### src/rtl/lfsr_pkg.sv
// Shared definitions for the 16-bit Fibonacci LFSR: width, taps, next-word function and monitor states.
// Used by the stream monitor, the period meter and the upstream LFSR model.
package lfsr_pkg;

   localparam int LFSR_W = 16;

   // Feedback taps of the generator recurrence; the new bit enters at bit 0.
   localparam int TAP_A = 10;
   localparam int TAP_B = 8;
   localparam int TAP_C = 3;
   localparam int TAP_D = 1;

   typedef enum logic [1:0] {
      ST_IDLE   = 2'd0,
      ST_SYNC   = 2'd1,
      ST_LOCKED = 2'd2
   } monState_t;

   function automatic logic [LFSR_W-1:0] lfsr_next(input logic [LFSR_W-1:0] cur);
      lfsr_next = {cur[LFSR_W-2:0], cur[TAP_A] ^ cur[TAP_B] ^ cur[TAP_C] ^ cur[TAP_D]};
   endfunction

endpackage

### src/rtl/lfsr_period_meter.sv
// Measures the LFSR sequence period while the monitor is LOCKED: counts matching samples
// between successive returns to the reference word captured on lock entry.
module lfsr_period_meter
   import lfsr_pkg::*;
#(
   parameter int PERIOD_W = 17
) (
   input  logic                clk,
   input  logic                reset,
   input  logic                i_enter,
   input  logic                i_step,
   input  logic                i_leave,
   input  logic                i_clear,
   input  logic [LFSR_W-1:0]   i_data,
   output logic [PERIOD_W-1:0] o_period,
   output logic                o_periodValid
);

   logic [LFSR_W-1:0]   r_ref;
   logic [PERIOD_W-1:0] r_pcnt;
   logic [PERIOD_W-1:0] r_period;
   logic                r_periodValid;
   logic                w_wrap;

   assign w_wrap = i_step && (i_data == r_ref);

   // Revolution counter restarts at 1 on the reference word itself, so a wrap reports the
   // number of samples in one full cycle.
   always_ff @(posedge clk) begin
      if (reset) begin
         r_ref  <= '0;
         r_pcnt <= '0;
      end else if (i_enter) begin
         r_ref  <= i_data;
         r_pcnt <= PERIOD_W'(1);
      end else if (w_wrap) begin
         r_pcnt <= PERIOD_W'(1);
      end else if (i_step && (r_pcnt != '1)) begin
         r_pcnt <= r_pcnt + PERIOD_W'(1);
      end
   end

   always_ff @(posedge clk) begin
      if (reset || i_clear) begin
         r_period      <= '0;
         r_periodValid <= 1'b0;
      end else if (i_leave) begin
         r_periodValid <= 1'b0;
      end else if (w_wrap) begin
         r_period      <= r_pcnt;
         r_periodValid <= 1'b1;
      end
   end

   assign o_period      = r_period;
   assign o_periodValid = r_periodValid;

endmodule

### src/rtl/lfsr_stream_monitor.sv
// Checks an upstream 16-bit Fibonacci LFSR stream: locks onto the sequence, counts recurrence
// violations and flags the all-zero word. Define LFSR_STREAM_MONITOR_PERIOD_EN for period measurement.
module lfsr_stream_monitor
   import lfsr_pkg::*;
#(
   parameter int LOCK_COUNT = 4,
   parameter int ERR_W      = 16
`ifdef LFSR_STREAM_MONITOR_PERIOD_EN
   ,
   parameter int PERIOD_W   = 17
`endif
) (
   input  logic              clk,
   input  logic              reset,
   input  logic              valid,
   input  logic [LFSR_W-1:0] data,
   input  logic              clear,
   output logic              locked,
   output logic              err_pulse,
   output logic [ERR_W-1:0]  err_count,
   output logic              stuck
`ifdef LFSR_STREAM_MONITOR_PERIOD_EN
   ,
   output logic [PERIOD_W-1:0] period,
   output logic                period_valid
`endif
);

   localparam logic [3:0] LOCK_TARGET = 4'(LOCK_COUNT);

   monState_t         r_state;
   monState_t         w_stateNext;
   logic [3:0]        r_matchCnt;
   logic [3:0]        w_matchCntNext;
   logic [3:0]        w_cntInc;
   logic [LFSR_W-1:0] r_prev;
   logic [LFSR_W-1:0] w_pred;
   logic              w_match;
   logic              w_lockedErr;
   logic              r_locked;
   logic              r_errPulse;
   logic              r_stuck;
   logic [ERR_W-1:0]  r_errCount;

   // A zero word is the stuck state of the generator and never counts as a correct prediction.
   assign w_pred      = lfsr_next(r_prev);
   assign w_match     = (data == w_pred) && (data != '0);
   assign w_cntInc    = r_matchCnt + 4'd1;
   assign w_lockedErr = valid && (r_state == ST_LOCKED) && !w_match;

   always_ff @(posedge clk) begin
      if (reset) begin
         r_state    <= ST_IDLE;
         r_matchCnt <= '0;
      end else begin
         r_state    <= w_stateNext;
         r_matchCnt <= w_matchCntNext;
      end
   end

   always_comb begin
      w_stateNext    = r_state;
      w_matchCntNext = r_matchCnt;
      if (valid) begin
         case (r_state)
            ST_IDLE: begin
               w_stateNext    = ST_SYNC;
               w_matchCntNext = '0;
            end
            ST_SYNC: begin
               if (w_match) begin
                  w_matchCntNext = w_cntInc;
                  if (w_cntInc == LOCK_TARGET) begin
                     w_stateNext = ST_LOCKED;
                  end
               end else begin
                  w_matchCntNext = '0;
               end
            end
            ST_LOCKED: begin
               if (!w_match) begin
                  w_stateNext    = ST_SYNC;
                  w_matchCntNext = '0;
               end
            end
            default: begin
               w_stateNext    = ST_IDLE;
               w_matchCntNext = '0;
            end
         endcase
      end
   end

   // Clear takes priority over a simultaneous error or zero word, but the error pulse still fires.
   always_ff @(posedge clk) begin
      if (reset) begin
         r_prev     <= '0;
         r_locked   <= 1'b0;
         r_errPulse <= 1'b0;
         r_errCount <= '0;
         r_stuck    <= 1'b0;
      end else begin
         if (valid) begin
            r_prev <= data;
         end
         r_locked   <= (w_stateNext == ST_LOCKED);
         r_errPulse <= w_lockedErr;
         if (clear) begin
            r_errCount <= '0;
         end else if (w_lockedErr && (r_errCount != '1)) begin
            r_errCount <= r_errCount + ERR_W'(1);
         end
         if (clear) begin
            r_stuck <= 1'b0;
         end else if (valid && (data == '0)) begin
            r_stuck <= 1'b1;
         end
      end
   end

   assign locked    = r_locked;
   assign err_pulse = r_errPulse;
   assign err_count = r_errCount;
   assign stuck     = r_stuck;

`ifdef LFSR_STREAM_MONITOR_PERIOD_EN
   logic w_enterLock;
   logic w_lockedMatch;

   assign w_enterLock   = valid && (r_state == ST_SYNC) && w_match && (w_cntInc == LOCK_TARGET);
   assign w_lockedMatch = valid && (r_state == ST_LOCKED) && w_match;

   lfsr_period_meter #(
      .PERIOD_W(PERIOD_W)
   ) uPeriodMeter (
      .clk           (clk),
      .reset         (reset),
      .i_enter       (w_enterLock),
      .i_step        (w_lockedMatch),
      .i_leave       (w_lockedErr),
      .i_clear       (clear),
      .i_data        (data),
      .o_period      (period),
      .o_periodValid (period_valid)
   );
`endif

endmodule

### config.mk
export PLATFORM = sky130hd
export DESIGN_NAME = lfsr_stream_monitor
export DESIGN_NICKNAME = d
export VERILOG_FILES = /design/src/rtl/lfsr_pkg.sv /design/src/rtl/lfsr_period_meter.sv /design/src/rtl/lfsr_stream_monitor.sv
export SDC_FILE = /design/constraint.sdc
export NUM_CORES = 1
export LEC_CHECK = 0
export ABC_AREA = 1
export BUFFER_PORTS_ARGS = -buffer_cell sky130_fd_sc_hd__buf_2
export CAP_MARGIN = 10
export CORE_ASPECT_RATIO = 1.2
export CORE_MARGIN = 2
export CORE_UTILIZATION = 40
export CTS_BUF_LIST = sky130_fd_sc_hd__clkbuf_16
export CTS_CLUSTER_DIAMETER = 150
export DETAILED_ROUTE_END_ITERATION = 10
export GPL_TIMING_DRIVEN = 0
export SETUP_SLACK_MARGIN = 0.4
export SYNTH_ARGS = -nofsm -noshare
export SYNTH_HDL_FRONTEND = slang
export SYNTH_SLANG_ARGS = --single-unit
### constraint.sdc
create_clock -name clk -period 5.1 [get_ports clk]
set_clock_uncertainty 0.15 [all_clocks]
set_input_delay 1.02 -clock clk [delete_from_list [all_inputs] [get_ports clk]]
set_output_delay 1.02 -clock clk [all_outputs]
set_load 0.1 [all_outputs]
==> impl_metrics.ini, run 1 <==
[synthesis]
syn_avg_cell_area_um2 = 6.67
synth_top_cell_area_share_pct = 33.4
ys_seq_area_share_pct = 33.4
synthTopCellsByArea = dfxtp_1 33%, nand2_1 13%, nor2_1 7.7%, inv_1 6.3%, a21oi_1 5.8%
yosysUniqueCellTypes = 33
ys_warn_count = 0
synth_area_mm2 = 0.00240
synth_top_area_cell = dfxtp_1
syn_nets = 383
ys_seq_elements = 40
syn_inst = 360

[clock_network]
clockBufferDepth = 2
h-tree-depth = 2
cts_buffers = 5
cts_tree = built
postCtsHoldBufs = 0
post_cts_buffers = 0
ctsResizeCount = 0
cts_root_buf = clkbuf_16
clkTransAtPathRegs_ns = 0.06
clock-sinks = 40
clk_latency_ns = 0.28

[grt]
grt_max_degree = 12
grt-ovfl-total = 0
antenna_found_initial = 0
track_usage_pct = 19.3
first_global_vias = 2211
grt_first_pass_wirelength_mm = 10.0

[drt]
drc = 0
vias_per_cell = 4.91
vias = 2380
drt-initial-drc-count = 88
route.antenna.remaining_nets = 0
wirelength_mm = 5.99
wl_per_cell_um = 12.4
drtPass1Iterations = 4

[cells_and_area]
drive_gt1_share_pct = 14.3
multi_input_area_mm2 = 0.00138
nFillCells = 620
diodes = 0
final_common_cell = nand2_1
seqCellArea_um2 = 801
finalInstanceArea_mm2 = 0.00282
layout_common_cells = 86 x nand2_1, 49 x nor2_1, 41 x inv_1
final_nets = 428
area_delta_synth_final_pct = 17.7

[critical_path]
cpPeakStageDelay_ns = 0.22
startpoint_type = primary input
critPathTopFamily = simple AND/OR/NAND/NOR gates
endpoint_kind = flop
crit_top_cell = nand2_1
worstPathCellList = buf_2 -> xnor2_1 -> nand2_1 -> nor2_1 -> nand3b_1 -> nor2_4 -> inv_2 -> nand3_4 -> buf_8 -> nand2_1 -> a21oi_1
cp.required_ns = 5.16
cp_num_buf_inv = 3
crit_type = primary input to flop
crit_arrival_ns = 2.51
crit_fanout = 10
cp_slowest_cell = xnor2_1

[place]
hpwl_mm = 4.51
placed_area_mm2 = 0.00269
pre_cts_slack_ns = 2.36
place.gp.congestion = 0.885
place.port_buffers = 38

[sta]
fmax_ghz = 0.408
relSlewSlack_pct = 62.8
setup_viol_count_final = 0
hold_viol_final = 0
timing.final.ws_setup_ns = 2.65
min_period_ns = 2.45
worstMarginPinSlew_ns = 0.556
tns_ns = 0
rsz0062_at_grt = false
report.final.slew_viol_count = 0
fin_crit_sh_pct = 48.1

[floorplanning]
rows = 30
ios = 39
die-area_mm2 = 0.00664
die_h_um = 88.9
initial_core_util_pct = 41.8
die_x_um = 74.7
core_mm2 = 0.00574

[run]
maxCapViolCount = 0

[power_and_ir_drop]
ir_drop_v = 0.000123
finalPower_uw = 721
power_density_mw_per_mm2 = 255
power.leakage_uw = 0.00128

[run_status]
status = complete, no violations

[worst_hold_path]
min_path_type = flop to flop
[cell usage after synthesis (all sizes together)]
cell    number
or2          1
nor3         5
nand4       22
clkbuf       6
nor3b        1
xor2        12
inv         42
nor4         1
nand3b       2
o21bai       1
dfxtp       40
and2         1
xnor2       14
ha           3
nand2       86
a21oi       29
clkinv       1
nand3       19
buf          4
nor2        51
o21a         1
o21ai       18
[metrics by stage]
stage               cells  hold WS [ns]  utilization, %
finish                485         0.352            49.2
global route          485         0.373            49.2
CTS                   485         0.355            49.2
detailed placement    478         0.341            46.8
global placement      478         0.331            46.8
floorplan             360         0.334               -
[area by class of cell]
cell class | instances | area share (%)
Multi-Input combinational cell | 267 | 48.7
Sequential cell | 40 | 28.4
Timing Repair Buffer | 38 | 6.73
Inverter | 43 | 5.72
Clock buffer | 5 | 4.43
Tap cell | 80 | 3.54
Buffer | 10 | 2.17
Clock inverter | 2 | 0.310
[state kept, by name, indices dropped and copies added (netlist names)]
register and flops:
r_prev 15, err_pulse 1, r_matchCnt 4, locked 1
err_count 16, r_state 2, stuck 1
[worst paths after layout]
check                                  start             to  slack [ns]  cells after the start
worst max-delay path                 data[6]  err_count[12]        2.65                     11
worst min-delay path            err_count[1]   err_count[1]        0.35                      2
worst max register to register  err_count[0]   err_count[9]        2.95                      7
worst min register to register  err_count[1]   err_count[1]        0.35                      2
[worst register-to-register path: cells and delay by family, from the launching register on]
family,cells,cell delay [ns]
fa+ha+maj,1,0.25
buf+inv,1,0.32
flops,1,0.37
compound gates,1,0.06
simple gates,4,0.87
[routing by layer]
| metal | wire [µm] | track usage [%] | vias to the layer above |
|---|---|---|---|
| met5 | 0 | 0 | - |
| met4 | 79 | 6.98 | 0 |
| met3 | 223 | 3.53 | 9 |
| met2 | 2850 | 32.0 | 43 |
| met1 | 2840 | 25.0 | 1067 |
| li1 | - | - | 1261 |
[cells by family after synthesis]
group | after synthesis | synth area share [%]
xor gates and xnor gates | 26 | 9.49
adders and majority gates | 3 | 1.56
AOI/OAI and AO/OA | 49 | 10.6
DFF | 40 | 33.4
and+or+nand+nor | 189 | 35.7
buffers and inverters | 53 | 9.28
[report_power, final]
group          internal (µW)  switching, µW
sequential               324           9.51
combinational           33.3           57.4
clock                    176            121
total                    533            188
No activity file was read; power rests on OpenSTA's default activity.
==> run 2: changes to the inputs <==
--- a/config.mk
+++ b/config.mk
@@ -5,7 +5,7 @@
 export SDC_FILE = /design/constraint.sdc
 export NUM_CORES = 1
 export LEC_CHECK = 0
-export ABC_AREA = 1
+export ABC_AREA = 0
 export BUFFER_PORTS_ARGS = -buffer_cell sky130_fd_sc_hd__buf_2
 export CAP_MARGIN = 10
 export CORE_ASPECT_RATIO = 1.2
==> constraint.sdc (replaced) <==
create_clock -name clk -period 2 [get_ports clk]
set_clock_uncertainty 0.15 [all_clocks]
set_input_delay 0.4 -clock clk [delete_from_list [all_inputs] [get_ports clk]]
set_output_delay 0.4 -clock clk [all_outputs]
set_load 0.1 [all_outputs]
==> impl_metrics.ini, run 2 <==
[place]
pre_cts_slack_ns = -0.438
dp_cells = 338
place.port_buffers = 36
place.gp.congestion = 0.759
hpwl_mm = 3.54

[critical_path]
ff2ff_path_depth = 7
startpoint_type = flop
crit_type = flop to flop
timing.rr.start = r_prev[1]
cp.required_ns = 2.06
crit_fanout = 5
endpoint_kind = flop
setup.worst_path.start = r_prev[1]
reg2reg_slack_ns = -0.11
worst_r2r_endpoint = err_count[11]
crit_arrival_ns = 2.17

[cells_and_area]
final_common_cell = buf_4
largest_reg_flops = 16
layout_common_cells = 38 x buf_4, 21 x nor2_1, 21 x dfxtp_1
nFillCells = 430
final_nets = 342
fin_cells = 380
diodes = 0
area_delta_synth_final_pct = 53.1
drive_gt1_share_pct = 48.8

[clock_network]
cts_buffers = 5
cts_root_buf = clkbuf_16
clk_latency_ns = 0.28
clockBufferDepth = 2
h-tree-depth = 2
clkTransAtPathRegs_ns = 0.06
cts_tree = built
clock-sinks = 40

[grt]
grt_first_pass_wirelength_mm = 8.90
grt-busiest-layer = met2
use_met1_pct = 21.8
grt_max_degree = 13
grt-ovfl-total = 0
first_global_vias = 1961
use_met2_pct = 32.4
track_usage_pct = 18.8
use_met3_pct = 3.26
antenna_found_initial = 0

[drt]
vias_per_cell = 5.47
drc = 0
route.antenna.remaining_nets = 0
drt-initial-drc-count = 55
wirelength_mm = 5.73
drtPass1Iterations = 4
wl_per_cell_um = 15.1
vias = 2079

[synthesis]
syn_avg_cell_area_um2 = 8.72
syn_nets = 265
synth_common_cells = 40 x dfxtp_1, 22 x nor2_1, 15 x a21oi_1, 15 x mux2i_1, 15 x nand2_1
yosysMostFrequentCell = dfxtp_1
ys_seq_area_share_pct = 37.9
synthFlopType = dfxtp_1
synthArstFlopShare_pct = 0
synth_top_area_cell = dfxtp_1
synth-edff-count = 0
synth_area_mm2 = 0.00211
syn_inst = 242
ys_seq_elements = 40
synth_top_cell_area_share_pct = 37.9
ys_warn_count = 0
yosysUniqueCellTypes = 48
synthTopCellsByArea = dfxtp_1 38%, mux2i_1 7.1%, xnor2_1 5.0%, nor2_1 3.9%, a21oi_1 3.6%

[worst_hold_path]
min_to = r_prev[9]
hold_depth = 3
min_path_type = primary input to flop
min_from = data[9]

[floorplanning]
die-area_mm2 = 0.00588
ios = 39
initial_core_util_pct = 42.1
die_h_um = 83.6
rows = 28
core_mm2 = 0.00501
die_x_um = 70.3

[power_and_ir_drop]
power_density_mw_per_mm2 = 581
ir_drop_v = 0.000658
power.leakage_uw = 0.00124

[sta]
report.final.slew_viol_count = 0
fmax_ghz = 0.475
min_period_ns = 2.11
timing.final.ws_setup_ns = -0.107
rsz0062_at_grt = true
hold_viol_final = 0
relSlewSlack_pct = 68.1
worstMarginPinSlew_ns = 0.478
setup_viol_count_final = 11
fin_crit_sh_pct = 105

[run]
maxCapViolCount = 0

[run_status]
status = complete, but fails checks
violations = setup timing
[run 2: metal layers]
| layer | wire (µm) | share of wire [%] | up-vias |
|---|---|---|---|
| met3 | 167 | 2.9 | 11 |
| li1 | - | - | 1035 |
| met4 | 153 | 2.7 | 0 |
| met1 | 2430 | 42 | 990 |
| met5 | 0 | 0 | - |
| met2 | 2980 | 52 | 43 |
[run 2: worst max-delay path, cell delays in order (launching register included)]
cell     delay [ns]
dfxtp_2        0.35
xnor3_1        0.43
xnor2_2        0.16
nand3_4        0.16
o21ai_4        0.07
buf_6          0.12
or4_4          0.48
a21oi_2        0.12
[run 2: what timing repair did]
action / in CTS / in global routing
setup endpoints to repair: 40 / 26
gates cloned: 2 / 0
gates resized for setup: 52 / 35
buffers inserted: 21 / 11
hold buffers: 0 / 0
pin swaps: 24 / 20
[run 2: worst max-delay path by stage]
stage          slack, ns  depth (start not counted)       endpoint
2_1_floorplan      -0.26                          6  err_count[15]
3_3_place_gp       -0.42                          7  err_count[13]
3_5_place_dp       -0.44                          7  err_count[11]
4_1_cts            -0.07                          7  err_count[11]
5_1_grt            -0.19                          8  r_matchCnt[0]
6_report           -0.11                          7  err_count[11]
[run 2: logic make-up (layout without fill, tap and decap cells)]
| family | Yosys count | count (layout) | synth area share, % |
|---|---|---|---|
| AOI/OAI and AO/OA | 45 | 45 | 13.1 |
| and+or+nand+nor | 102 | 102 | 27.0 |
| adders and majority gates | 3 | 3 | 1.78 |
| xor gates and xnor gates | 21 | 21 | 9.37 |
| muxes | 15 | 15 | 7.11 |
| buffers and inverters | 16 | 94 | 3.67 |
| DFF | 40 | 40 | 37.9 |
[run 2: layout make-up]
| type | instances | area [µm²] | share of cell area, % |
|---|---|---|---|
| Buffer | 12 | 91.3 | 2.83 |
| Clock buffer | 5 | 125 | 3.87 |
| Clock inverter | 3 | 38.8 | 1.20 |
| Inverter | 4 | 15.0 | 0.465 |
| Multi-Input combinational cell | 186 | 1480 | 45.8 |
| Sequential cell | 40 | 862 | 26.7 |
| Tap cell | 60 | 75.1 | 2.32 |
| Timing Repair Buffer | 70 | 543 | 16.8 |
[run 2: where the power goes]
part	leakage, µW	internal [µW]	total [µW]	switching, µW
clock network	0.0000850	582	894	312
logic	0.000821	79.8	170	90.1
registers	0.000339	797	813	16.1
[run 2: per-stage QoR]
| step | hold WS, ns | util [%] | power (µW) | instance area [µm²] | TNS (ns) |
|---|---|---|---|---|---|
| floorplan | 0.329 | - | 925 | 2230 | -0.821 |
| global placement | 0.304 | 49.5 | 975 | 2480 | -5.72 |
| detailed placement | 0.310 | 49.5 | 976 | 2480 | -5.92 |
| CTS | 0.248 | 59.9 | 1880 | 3000 | -0.242 |
| global route | 0.271 | 64.5 | 1940 | 3230 | -2.50 |
| finish | 0.252 | 64.5 | 1880 | 3230 | -0.481 |
==> run 3: changes to the inputs <==
--- a/config.mk
+++ b/config.mk
@@ -15,6 +15,7 @@
 export CTS_CLUSTER_DIAMETER = 150
 export DETAILED_ROUTE_END_ITERATION = 10
 export GPL_TIMING_DRIVEN = 0
+export PLACE_DENSITY_LB_ADDON = 0.08
 export SETUP_SLACK_MARGIN = 0.4
 export SYNTH_ARGS = -nofsm -noshare
 export SYNTH_HDL_FRONTEND = slang
==> impl_metrics.ini, run 3 (synthesis results as in run 2) <==
[worst_hold_path]
min_from = data[5]
min_to = r_prev[5]
hold_depth = 3
min_path_type = primary input to flop

[cells_and_area]
area_delta_synth_final_pct = 53.6
seqCellArea_um2 = 862
diodes = 0
multi_input_area_mm2 = 0.00146
layout_common_cells = 38 x buf_4, 21 x nor2_1, 21 x dfxtp_1
final_common_cell = buf_4
nFillCells = 427
final_nets = 343
largest_reg_flops = 16
drive_gt1_share_pct = 47.4

[grt]
antenna_found_initial = 0
grt-ovfl-total = 0
grt_first_pass_wirelength_mm = 9.02
grt_max_degree = 14
first_global_vias = 1988
track_usage_pct = 18.9

[drt]
vias_per_cell = 5.44
wirelength_mm = 5.81
route.antenna.remaining_nets = 0
wl_per_cell_um = 15.2
drt-initial-drc-count = 84
drc = 0
vias = 2071
drtPass1Iterations = 4

[clock_network]
cts_buffers = 5
cts_root_buf = clkbuf_16
clkTransAtPathRegs_ns = 0.06
cts_tree = built
clk_latency_ns = 0.28
h-tree-depth = 2
clockBufferDepth = 2
clock-sinks = 40

[run_status]
violations = setup timing
status = complete, but fails checks

[sta]
hold_viol_final = 0
fmax_ghz = 0.490
timing.final.ws_setup_ns = -0.0403
fin_crit_sh_pct = 102
finalHoldWorstSlack_ns = 0.250
min_period_ns = 2.04
worstMarginPinSlew_ns = 0.517
setup_viol_count_final = 11
rsz0062_at_grt = true
relSlewSlack_pct = 65.5
report.final.slew_viol_count = 0

[floorplanning]
die-area_mm2 = 0.00588
die_x_um = 70.3
initial_core_util_pct = 42.1
die_h_um = 83.6
rows = 28
core_mm2 = 0.00501
ios = 39

[place]
pre_cts_slack_ns = -0.435
place.gp.congestion = 0.778
hpwl_mm = 3.57
place.port_buffers = 36

[critical_path]
crit_fanout = 5
worst_r2r_endpoint = err_count[5]
endpoint_kind = flop
timing.rr.start = r_prev[1]
reg2reg_slack_ns = -0.04
crit_arrival_ns = 2.11
startpoint_type = flop
cp.required_ns = 2.07
ff2ff_path_depth = 8
crit_type = flop to flop

[power_and_ir_drop]
power_density_mw_per_mm2 = 623
ir_drop_v = 0.000579
power.leakage_uw = 0.00125

[run]
maxCapViolCount = 0
## run 3: per-layer routing
metal | vias to the layer above | track usage, % | part of all wire (%)
li1 | 1034 | - | -
met1 | 979 | 22.3 | 44
met2 | 50 | 32.4 | 51
met3 | 8 | 4.23 | 3.9
met4 | 0 | 8.39 | 1.3
met5 | - | 0 | 0
## run 3: stage by stage
| step | setup TNS (ns) | utilization, % | instances | area [µm²] | power, µW |
|---|---|---|---|---|---|
| after floorplan | -0.821 | - | 242 | 2230 | 925 |
| after global placement | -5.82 | 49.5 | 338 | 2480 | 975 |
| after detailed placement | -5.79 | 49.5 | 338 | 2480 | 977 |
| after CTS | -0.118 | 60.6 | 372 | 3040 | 2030 |
| after global routing | -2.10 | 64.7 | 381 | 3240 | 2080 |
| final | -0.296 | 64.7 | 381 | 3240 | 2020 |
## run 3: area by class of cell
class / instances / area share [%]
multi-input combinational: 186 / 45.0
sequential: 40 / 26.6
timing repair buffer: 71 / 17.1
clock buffer: 5 / 3.86
buffer: 12 / 2.66
tap: 60 / 2.31
clock inverter: 3 / 1.97
inverter: 4 / 0.463
## run 3: where the power goes
part / switching [µW] / total (µW) / internal (µW)
clock network: 327 / 1040 / 711
logic: 91.7 / 171 / 79.5
registers: 14.8 / 811 / 796
## run 3: critical path, stage by stage, from the launching register on
cell and delay (ns):
dfxtp_2 0.34, xnor3_1 0.42, xnor2_2 0.16, nand3_4 0.14, buf_6 0.12, o21ai_4 0.06
buf_6 0.14, or3_4 0.32, a21oi_2 0.13
## run 3: timing repair
action                                  4_1_cts  5_1_grt
setup buffers                                26        7
pin swaps                                    25       18
hold buffers                                  0        0
gates cloned                                  0        2
endpoints found under the setup margin       41       27
gates resized for setup                      53       27
## run 3: worst max-delay path by stage
stage | slack [ns] | from | end | depth (start not counted)
after CTS | -0.03 | r_prev[10] | r_matchCnt[0] | 8
after floorplan | -0.26 | err_count[3] | err_count[15] | 6
after detailed placement | -0.43 | data[12] | err_count[13] | 7
final | -0.04 | r_prev[1] | err_count[5] | 8
after global placement | -0.44 | data[12] | err_count[13] | 7
after global routing | -0.13 | r_prev[1] | err_count[3] | 8
